==> src/rtl/stump_control.sv <==
`default_nettype none
// ============================================================================
// Module      : stump_control
// Description : Multi-cycle control unit for the Stump processor. Sequences
//               each instruction through FETCH, EXECUTE and MEMORY, decodes
//               the instruction register and evaluates branch conditions
//               against the NZVC flags. All outputs are combinational from
//               the state register, ir, cc and mem_wait.
//               Optional feature: define STUMP_MEM_WAIT_EN to let mem_wait
//               stall FETCH and MEMORY; otherwise mem_wait is ignored.
// Revision    : 1.0 - initial release
// ============================================================================
module stump_control (
    input  logic        clk,
    input  logic        rst,
    input  logic [15:0] ir,
    input  logic [3:0]  cc,
    input  logic        mem_wait,
    output logic [1:0]  state,
    output logic        ir_load,
    output logic        pc_inc,
    output logic [2:0]  func,
    output logic        opB_sel,
    output logic        ext8,
    output logic [1:0]  shift_op,
    output logic [2:0]  srcA,
    output logic [2:0]  srcB,
    output logic [2:0]  dest,
    output logic        reg_write,
    output logic        data_sel,
    output logic        cc_en,
    output logic        addr_en,
    output logic        mem_en,
    output logic        mem_wen
);

    typedef enum logic [1:0] {
        ST_FETCH   = 2'b00,
        ST_EXECUTE = 2'b01,
        ST_MEMORY  = 2'b10,
        ST_UNUSED  = 2'b11
    } state_t;

    localparam logic [2:0] c_OP_LDST  = 3'b110;
    localparam logic [2:0] c_OP_BCC   = 3'b111;
    localparam logic [2:0] c_FUNC_ADD = 3'b000;
    localparam logic [2:0] c_REG_PC   = 3'b111;

    state_t      r_state;
    state_t      w_next_state;
    logic        w_stall;
    logic        w_cond_true;

    // Instruction fields
    logic [2:0]  w_opcode;
    logic        w_type;
    logic        w_s_store;
    logic [2:0]  w_dest;
    logic [2:0]  w_src_a;
    logic [2:0]  w_src_b;
    logic [1:0]  w_shift;
    logic [3:0]  w_cond;
    logic        w_n;
    logic        w_z;
    logic        w_v;
    logic        w_c;

    assign w_opcode  = ir[15:13];
    assign w_type    = ir[12];
    assign w_s_store = ir[11];
    assign w_dest    = ir[10:8];
    assign w_src_a   = ir[7:5];
    assign w_src_b   = ir[4:2];
    assign w_shift   = ir[1:0];
    assign w_cond    = ir[11:8];
    assign {w_n, w_z, w_v, w_c} = cc;

`ifdef STUMP_MEM_WAIT_EN
    assign w_stall = mem_wait;
`else
    // Port kept for pin compatibility; memory is always single-cycle here.
    logic w_unused_mem_wait;
    assign w_unused_mem_wait = mem_wait;
    assign w_stall           = 1'b0;
`endif

    assign state = r_state;

    // State register; reset aborts whatever instruction is in flight.
    always_ff @(posedge clk) begin
        if (rst) begin
            r_state <= ST_FETCH;
        end else begin
            r_state <= w_next_state;
        end
    end

    // Branch condition evaluation against the current flags.
    always_comb begin
        w_cond_true = 1'b0;
        case (w_cond)
            4'h0:    w_cond_true = 1'b1;                      // AL
            4'h1:    w_cond_true = 1'b0;                      // NV
            4'h2:    w_cond_true = ~w_c & ~w_z;               // HI
            4'h3:    w_cond_true = w_c | w_z;                 // LS
            4'h4:    w_cond_true = ~w_c;                      // CC
            4'h5:    w_cond_true = w_c;                       // CS
            4'h6:    w_cond_true = ~w_z;                      // NE
            4'h7:    w_cond_true = w_z;                       // EQ
            4'h8:    w_cond_true = ~w_v;                      // VC
            4'h9:    w_cond_true = w_v;                       // VS
            4'hA:    w_cond_true = ~w_n;                      // PL
            4'hB:    w_cond_true = w_n;                       // MI
            4'hC:    w_cond_true = (w_n == w_v);              // GE
            4'hD:    w_cond_true = (w_n != w_v);              // LT
            4'hE:    w_cond_true = ~w_z & (w_n == w_v);       // GT
            default: w_cond_true = w_z | (w_n != w_v);        // LE
        endcase
    end

    // Next-state and datapath control decode.
    always_comb begin
        w_next_state = r_state;
        ir_load      = 1'b0;
        pc_inc       = 1'b0;
        reg_write    = 1'b0;
        cc_en        = 1'b0;
        addr_en      = 1'b0;
        mem_en       = 1'b0;
        mem_wen      = 1'b0;
        func         = c_FUNC_ADD;
        opB_sel      = 1'b0;
        ext8         = 1'b0;
        shift_op     = 2'b00;
        srcA         = w_src_a;
        srcB         = w_src_b;
        dest         = w_dest;
        data_sel     = 1'b0;

        case (r_state)
            ST_FETCH: begin
                mem_en = 1'b1;
                // Write strobes fire only in the cycle memory delivers.
                if (!w_stall) begin
                    ir_load      = 1'b1;
                    pc_inc       = 1'b1;
                    w_next_state = ST_EXECUTE;
                end
            end

            ST_EXECUTE: begin
                if (w_opcode == c_OP_LDST) begin
                    // Effective address = srcA + offset, latched for MEMORY.
                    func         = c_FUNC_ADD;
                    opB_sel      = w_type;
                    shift_op     = w_type ? 2'b00 : w_shift;
                    addr_en      = 1'b1;
                    w_next_state = ST_MEMORY;
                end else if (w_opcode == c_OP_BCC) begin
                    // PC-relative target computed in the ALU, written only if taken.
                    func         = c_FUNC_ADD;
                    srcA         = c_REG_PC;
                    dest         = c_REG_PC;
                    opB_sel      = 1'b1;
                    ext8         = 1'b1;
                    reg_write    = w_cond_true;
                    w_next_state = ST_FETCH;
                end else begin
                    func         = w_opcode;
                    opB_sel      = w_type;
                    shift_op     = w_type ? 2'b00 : w_shift;
                    reg_write    = 1'b1;
                    cc_en        = w_s_store;
                    w_next_state = ST_FETCH;
                end
            end

            ST_MEMORY: begin
                mem_en   = 1'b1;
                data_sel = 1'b1;
                if (!w_stall) begin
                    mem_wen      = w_s_store;
                    reg_write    = ~w_s_store;
                    w_next_state = ST_FETCH;
                end
            end

            default: begin
                w_next_state = ST_FETCH;
            end
        endcase

        // Reset overrides every strobe so no write can leak out.
        if (rst) begin
            ir_load   = 1'b0;
            pc_inc    = 1'b0;
            reg_write = 1'b0;
            cc_en     = 1'b0;
            addr_en   = 1'b0;
            mem_en    = 1'b0;
            mem_wen   = 1'b0;
        end
    end

endmodule
`default_nettype wire

==> config.mk <==
export PLATFORM = sky130hd
export DESIGN_NAME = stump_control
export DESIGN_NICKNAME = d
export VERILOG_FILES = /design/src/rtl/stump_control.sv
export SDC_FILE = /design/constraint.sdc
export NUM_CORES = 1
export LEC_CHECK = 0
export CORE_MARGIN = 5
export CORE_UTILIZATION = 30
export CTS_BUF_LIST = sky130_fd_sc_hd__clkbuf_4 sky130_fd_sc_hd__clkbuf_8 sky130_fd_sc_hd__clkbuf_16
export DETAILED_ROUTE_END_ITERATION = 10
export PLACE_DENSITY = 0.85
export SLEW_MARGIN = 20
export SYNTH_ARGS = -nofsm -noshare
export SYNTH_HDL_FRONTEND = slang
export SYNTH_SLANG_ARGS = --single-unit
export TNS_END_PERCENT = 20
==> constraint.sdc <==
create_clock -name clk -period 1.9 [get_ports clk]
set_input_delay 0.38 -clock clk [delete_from_list [all_inputs] [get_ports clk]]
set_output_delay 0.38 -clock clk [all_outputs]
set_load 0.02 [all_outputs]
Word-level counts from Yosys, hierarchy flattened
Index checks and enable logic that the tools add are counted.
{"block": "classes", "n_eq_ne": 20, "muxes": 40, "n_bitwise": 9, "reduce_logical": 3}
{"op": "$eq 4x4->1 const B", "n": 7}
{"op": "$mux 3", "n": 9}
{"op": "$mux 1", "n": 23}
{"op": "$eq 4x3->1 const B", "n": 4}
{"op": "$pmux 1 s15", "n": 1}
{"op": "$mux 2", "n": 5}
{"op": "$eq 4x2->1 const B", "n": 2}
{"op": "$eq 3x3->1 const B", "n": 2}
{"op": "$not 1->1", "n": 5}
{"op": "$eq 4x1->1 const B", "n": 1}
{"op": "$logic_not 4->1", "n": 1}
{"op": "$pmux 2 s2", "n": 1}
{"op": "$and 1x1->1", "n": 2}
{"op": "$eq 2x1->1 const B", "n": 1}
{"op": "$eq 2x2->1 const B", "n": 1}
{"op": "$logic_not 2->1", "n": 1}
{"op": "$or 1x1->1", "n": 2}
{"op": "$pmux 1 s2", "n": 1}
{"op": "$reduce_or 2->1", "n": 1}
{"op": "$eq 1x1->1", "n": 1}
{"op": "$ne 1x1->1", "n": 1}
{"block": "word_totals", "reg_bits": 2, "output_inout_bits": 26, "elab_cells": 73}

Logic depth before layout (Yosys ltp)
Gate-level depths: netlist (run 1).
{"block": "depth", "depth_word": 7, "ltp_mapped": 6, "mapped_depth_nobuf": 6}

Worst setup path after synthesis (run 1)
Ideal clock, no wire load.
{"block": "synth_timing", "path_kind": "reg2out", "startpoint": "register r_state[1], in the netlist state[1]", "endpoint": "output port reg_write", "arrival_time_ns": 1.563, "slack_ns": -0.043, "path_stages_with_launch": 6, "n_path_buf": 0, "cell_sequence": "dfxtp_1 > ha_1 > inv_1 > o221ai_1 > o21ai_1 > o22ai_1"}
{"block": "synth_between", "elab_chain_len": 3}
{"element": "from (decl)", "line_no": "49", "text": "state_t r_state;"}
{"element": "from (signal assigned)", "line_no": "94", "text": "r_state <= w_next_state;"}
{"element": "$eq 2x2->1 or $eq 2x1->1 (tied branches)", "line_no": "140", "text": "case (r_state)"}
{"element": "$pmux 1 s2 (*)", "line_no": "140"}
{"element": "$mux 1 (*)", "line_no": "194", "text": "if (rst) begin"}
{"element": "to (decl)", "line_no": "29", "text": "output logic reg_write,"}
Mark *: on every way between the ends. The rest lies on a longest branch, timed or not.

Final worst setup path (run 1)
Ends and elaborated chain as after synthesis.

==> results of run 1 <==
[per-stage QoR]
stage / util (%) / hold WS, ns / cells
floorplan: - / 0.452 / 77
global placement: 60.8 / 0.683 / 143
CTS: 60.1 / 0.727 / 147
finish: 64.8 / 0.562 / 148
global route: 64.8 / 0.569 / 148
detailed placement: 60.8 / 0.702 / 143
[Yosys cell counts, drive strengths merged]
library cell  n
a211o         1
a211oi        1
a21bo         1
a21oi         1
a22o          1
a311oi        2
a31oi         2
and3          2
and3b         2
buf           7
clkbuf        1
dfxtp         2
ha            3
inv           6
nand2         5
nand2b        5
nand4         2
nand4b        2
nor2          8
nor2b         6
nor3          4
nor3b         3
o2111a        1
o211ai        1
o21ai         3
o21bai        1
o221ai        1
o22ai         1
or4           1
xnor2         1
[power groups by stage]
stage               clock network [uW]  logic [uW]  registers [uW]
global placement                     0         217            46.2
global route                       111         243            47.5
detailed placement                   0         221            46.4
finish                            98.7         227            47.3
floorplan                            0         108            48.5
CTS                                101         210            45.9
[layout make-up]
class | instances | area share (%)
flip-flops and latches | 2 | 3.89
clock buffers | 3 | 2.06
inverters | 6 | 2.06
repair buffers | 59 | 47.3
multi-input cells | 61 | 42.7
well taps | 17 | 1.94
[kinds of logic (layout without fill, tap and decap cells)]
kind of cell               after synthesis  after routing  synth area share (%)
adders and majority gates                3              3                  7.25
xor gates and xnor gates                 1              1                  1.69
buffers and inverters                   14             68                  13.8
DFF                                      2              2                  7.73
AOI/OAI and AO/OA                       17             17                  25.6
and+or+nand+nor                         40             40                  44.0
[tightest hold or removal path: stages]
cell and delay (ns):
dlymetal6s2s_1 0.16, buf_4 0.17, nor2_1 0.05
[placed cells by master (no fill, tap or decap), drive strengths merged]
cell type	count
nor3b	3
nand2	5
and3	2
clkdlybuf4s15	6
a21bo	1
a311oi	2
inv	6
nand2b	5
a211o	1
buf	29
ha	3
a22o	1
o22ai	1
nand4b	2
xnor2	1
o221ai	1
or4	1
o211ai	1
clkdlybuf4s50	9
clkbuf	6
dlygate4sd2	4
a21oi	1
a211oi	1
o2111a	1
nor3	4
nor2	8
o21bai	1
nand4	2
o21ai	3
a31oi	2
and3b	2
nor2b	6
dlymetal6s2s	8
dfxtp	2
[metal layers]
metal	global-route usage (%)	vias to the layer above	wire length, um
met3	3.15	0	140
met2	29.2	36	1160
met4	5.24	0	0
li1	-	382	-
met1	16.2	369	900
met5	0	-	0
[final timing paths]
| check | start | end | slack [ns] | depth (start not counted) |
|---|---|---|---|---|
| max | state[1]$_SDFF_PP0_ | reg_write | -0.06 | 7 |
| min | ir[13] | state[1]$_SDFF_PP0_ | 0.56 | 3 |
| max reg2reg | state[1]$_SDFF_PP0_ | state[1]$_SDFF_PP0_ | 0.67 | 7 |
| min reg2reg | state[1]$_SDFF_PP0_ | state[0]$_SDFF_PP0_ | 0.78 | 3 |
[what timing repair did]
item | in CTS | in global routing
cloned | 0 | 0
endpoints found under the hold margin | 0 | 0
pin swaps | 2 | 12
resized for setup | 68 | 37
setup endpoints to repair | 21 | 17
hold buffers | 0 | 0
setup buffers | 1 | 1
==> impl_metrics.py, run 1 <==
metrics = {
    "run_status": {
        "outcome": "complete, but fails checks",
        "violations": "negative setup slack",
    },
    "synthesis": {
        "synth.ff_latch_count": 2,
        "syn-num-nets": 103,
        "synthTopCellsByArea": "dfxtp_1 7.7%, ha_1 7.2%, nor2b_1 7.2%, nand2b_1 6.0%, buf_4 5.8%",
        "ys_types": 33,
        "seq_area_frac_synth_pct": 7.73,
        "netlist_instances": 77,
        "yosysWarnings": 0,
        "avgSynthCellArea_sq_um": 6.73,
        "synth_top_area_share_pct": 7.73,
        "synth.largest_area_cell": "dfxtp_1",
        "syn_area_sq_um": 518,
    },
    "setup_path": {
        "arrival_ns": 1.58,
        "cp_cell_sequence": "buf_4 > ha_2 > inv_2 > o221ai_2 > o21ai_1 > o22ai_2 > buf_6",
        "cp-end-kind": "output pin",
        "crit_fanout": 3,
        "slowest_stage": "dfxtp_2",
        "worstPathRequired_ns": 1.52,
        "critical-path-top-delay-family": "compound AO/OA/AOI/OAI gates",
        "startpoint_type": "register",
        "path_buf_inv": 3,
        "worstSetupPathType": "register to output pin",
        "crit_path_max_incr_delay_ns": 0.33,
    },
    "power_and_ir_drop": {
        "pwr-share-seq_pct": 12.7,
        "share_comb_of_total_power_pct": 60.9,
        "irDropWorstVdd_uv": 201,
        "powerDensity_nw_per_um2": 341,
        "power.switching_uw": 142,
        "leakage_uw": 0.000576,
        "p_clk_share_pct": 26.5,
        "intPower_uw": 231,
        "total_power_uw": 373,
        "netSwitchingFraction_pct": 38.1,
    },
    "worst_hold_path": {
        "holdCritPathClass": "input pin to register",
    },
    "place": {
        "post-place-ws_ns": -0.779,
        "port_buffers": 41,
        "dp_hpwl_mm": 1.53,
        "place_congestion": 0.832,
        "placed_area_sq_um": 1030,
    },
    "drt": {
        "dr.first_iter.drc_count": 10,
        "totalWireLength_mm": 2.20,
        "ant_nets": 0,
        "vias_per_cell": 5.32,
        "drtPass1Iterations": 4,
        "avgRoutedWirePerCell_um": 14.9,
        "drc": 0,
        "num_vias": 787,
    },
    "floorplan": {
        "top_level_ports": 49,
        "dieArea_sq_um": 2660,
        "fp.dieW_um": 51.6,
        "fp.dieH_um": 51.6,
        "row_count": 15,
        "start_util_pct": 30.7,
        "core-area_sq_um": 1690,
    },
    "clock_network": {
        "htreeDepth": 1,
        "cts_root_buf": "clkbuf_4",
        "path_clk_slew_ns": 0.04,
        "cts_buffers": 3,
        "cts.path.max_buffers": 2,
        "clkSinkCount": 2,
        "clock_latency_ns": 0.23,
        "tritoncts": "built",
    },
    "final_layout": {
        "drive_gt1_share_pct": 39.7,
        "seq_area_sq_um": 42.5,
        "largest_reg_flops": 2,
        "layout.filler_cells": 137,
        "final_nets": 159,
        "multiInputGateArea_sq_um": 468,
        "syn2layout_area_growth_pct": 111,
        "stdcell_area_sq_um": 1090,
        "n_antenna_cell": 0,
    },
    "sta": {
        "slew_violations": 0,
        "fmax_ghz": 0.509,
        "tightest_slew_ns": 0.281,
        "setup_tns_ns": -0.0722,
        "finalHoldViolCount": 0,
        "rsz0062_at_grt": "yes",
        "fin_ws_ns": -0.0649,
        "layout_min_cycle_time_ns": 1.96,
        "setup_viol": 2,
        "fin_crit_sh_pct": 103,
        "slew_headroom_pct": 81.2,
        "finClkSkew_ns": 0.00515,
    },
    "global_route": {
        "grt_pass1_vias": 734,
        "globalRouteOverflowTotal": 0,
        "antenna_found_initial": 0,
        "grt_first_pass_wirelength_mm": 3.17,
        "track_usage_pct": 15.2,
        "grt_max_degree": 12,
    },
    "flow_run": {
        "cap_violations": 0,
    },
}
No activity file was read; power rests on OpenSTA's default activity.
==> run 2, diff against run 1 <==
==> constraint.sdc (replaced) <==
create_clock -name clk -period 1.9 [get_ports clk]
set_input_delay 0.285 -clock clk [delete_from_list [all_inputs] [get_ports clk]]
set_output_delay 0.285 -clock clk [all_outputs]
set_load 0.02 [all_outputs]
==> run 2 against run 1 <==
Largest power group unchanged. Combinational power increased by 5%. Critical path type unchanged. Sequential power fell by 1%. Sequential share of layout area about the same. The flow now finishes without violations. First-iteration DRC count rose by 30%. Clock power up 4%. Critical path depth did not move. Worst hold slack improved by 0.0083 ns. Sequential cell count did not move.
==> impl_metrics.py, run 2 (synthesis gave the netlist of run 1 again) <==
metrics = {
    "drt": {
        "ant_nets": 0,
        "drtPass1Iterations": 4,
        "avgRoutedWirePerCell_um": 16.7,
        "num_vias": 822,
        "vias_per_cell": 5.37,
        "drc": 0,
        "dr.first_iter.drc_count": 13,
        "totalWireLength_mm": 2.55,
    },
    "sta": {
        "rsz0062_at_grt": "yes",
        "fmax_ghz": 0.527,
        "slew_violations": 0,
        "layout_min_cycle_time_ns": 1.90,
        "setup_viol": 0,
        "slew_headroom_pct": 78.8,
        "finClkSkew_ns": 0.00529,
        "tightest_slew_ns": 0.318,
        "fin_crit_sh_pct": 99.9,
        "finalHoldViolCount": 0,
    },
    "final_layout": {
        "final_nets": 164,
        "drive_gt1_share_pct": 39.0,
        "stdcell_area_sq_um": 1150,
        "n_antenna_cell": 0,
        "final_common_cell": "buf_4",
        "largest_reg_flops": 2,
        "layout.filler_cells": 117,
        "mostFrequentLayoutCells": "20 x buf_4, 13 x clkdlybuf4s50_1, 11 x dlygate4sd2_1, 8 x nor2_1, 8 x clkbuf_2",
        "syn2layout_area_growth_pct": 122,
        "seq_area_sq_um": 45.0,
        "multiInputGateArea_sq_um": 489,
        "finish.utilization_pct": 68.2,
    },
    "flow_run": {
        "cap_violations": 0,
    },
    "setup_path": {
        "crit_path_max_incr_delay_ns": 0.34,
        "cp-end-kind": "output pin",
        "crit_fanout": 4,
        "worstSetupPathType": "register to output pin",
        "worstPathRequired_ns": 1.62,
        "slowest_stage": "dfxtp_2",
        "startpoint_type": "register",
        "cp_cell_sequence": "inv_2 > ha_4 > a21bo_2 > o21ai_2 > a311oi_2 > o22ai_2 > buf_6",
        "arrival_ns": 1.61,
    },
    "power_and_ir_drop": {
        "p_clk_share_pct": 26.5,
        "power.switching_uw": 154,
        "powerDensity_nw_per_um2": 338,
        "pwr-share-seq_pct": 12.0,
        "share_comb_of_total_power_pct": 61.5,
        "netSwitchingFraction_pct": 39.6,
        "leakage_uw": 0.000601,
        "irDropWorstVdd_uv": 154,
        "intPower_uw": 235,
    },
    "clock_network": {
        "clock_latency_ns": 0.24,
        "cts_hold_buf": 0,
        "cts.path.max_buffers": 2,
        "path_clk_slew_ns": 0.04,
        "cts_buffers": 3,
        "tritoncts": "built",
        "htreeDepth": 1,
        "cts_root_buf": "clkbuf_4",
        "clkSinkCount": 2,
    },
    "global_route": {
        "track_usage_pct": 16.6,
        "grt_pass1_vias": 760,
        "antenna_found_initial": 0,
        "grt_max_degree": 11,
        "grt_first_pass_wirelength_mm": 3.37,
        "globalRouteOverflowTotal": 0,
    },
    "place": {
        "place_congestion": 0.727,
        "dp_hpwl_mm": 1.88,
        "placed_area_sq_um": 1050,
        "port_buffers": 41,
    },
    "run_status": {
        "outcome": "finished clean",
    },
    "floorplan": {
        "fp.dieW_um": 51.6,
        "core-area_sq_um": 1690,
        "start_util_pct": 30.7,
        "dieArea_sq_um": 2660,
        "fp.dieH_um": 51.6,
        "row_count": 15,
        "top_level_ports": 49,
    },
    "worst_hold_path": {
        "holdCritPathClass": "input pin to output pin",
    },
}
run 2: cell count changes in the layout (fill, tap and decap cells not counted), sizes merged:
cell / previous run / this run
buf: 29 / 24
clkbuf: 6 / 11
clkdlybuf4s15: 6 / 2
clkdlybuf4s50: 9 / 13
dlygate4sd2: 4 / 11
dlymetal6s2s: 8 / 6
run 2: through the flow:
| stage | power, uW | hold WS (ns) | setup TNS, ns | setup WS [ns] | std cells |
|---|---|---|---|---|---|
| final | 389 | 0.570 | 0 | 0.00116 | 153 |
| after detailed placement | 278 | 0.570 | -5.18 | -0.633 | 147 |
| after global placement | 268 | 0.570 | -4.23 | -0.603 | 147 |
| after global routing | 408 | 0.570 | -0.0840 | -0.0840 | 153 |
| after CTS | 369 | 0.570 | -0.121 | -0.121 | 152 |
| after floorplan | 154 | 0.357 | 0 | 0.0521 | 77 |
run 2: final cells by class:
class                           instances  area share (%)
Inverter                                6            1.95
Multi-Input combinational cell         61            42.5
Sequential cell                         2            3.91
Clock buffer                            3            1.95
Timing Repair Buffer                   64            47.9
Tap cell                               17            1.85
run 2: path summary, 6_finish.rpt:
path / slack, ns / startpoint / to / cells after the start
setup / recovery: 0.001 / state[1]$_SDFF_PP0_ / reg_write / 7
hold / removal: 0.57 / ir[4] / srcB[2] / 0
setup reg to reg: 0.70 / state[1]$_SDFF_PP0_ / state[1]$_SDFF_PP0_ / 6
hold reg to reg: 0.81 / state[1]$_SDFF_PP0_ / state[0]$_SDFF_PP0_ / 3
run 2: routing by layer:
| metal | GRT usage, % | vias up | routed length [um] |
|---|---|---|---|
| met3 | 4.30 | 6 | 208 |
| met1 | 15.3 | 379 | 920 |
| met5 | 0 | - | 0 |
| li1 | - | 393 | - |
| met4 | 6.55 | 0 | 42 |
| met2 | 33.7 | 44 | 1380 |
run 2: worst max-delay path: cells and delay by family (launching register included):
family / cells / cell delay (ns)
AOI/OAI and AO/OA: 4 / 0.67
DFF: 1 / 0.34
buffers and inverters: 2 / 0.20
adders and majority gates: 1 / 0.16
run 2: power groups by stage:
stage / registers (uW) / logic (uW) / clock network, uW
final: 46.6 / 239 / 103
after global routing: 46.9 / 255 / 106
after floorplan: 48.5 / 106 / 0
after global placement: 46.4 / 222 / 0
after CTS: 45.8 / 221 / 102
after detailed placement: 46.5 / 231 / 0
run 2: what timing repair did:
item,in CTS,in global routing
gates resized for setup,37,38
endpoints found under the setup margin,20,13
buffers inserted,2,0
hold endpoints to repair,0,0
cloned,0,1
pin swaps,1,6
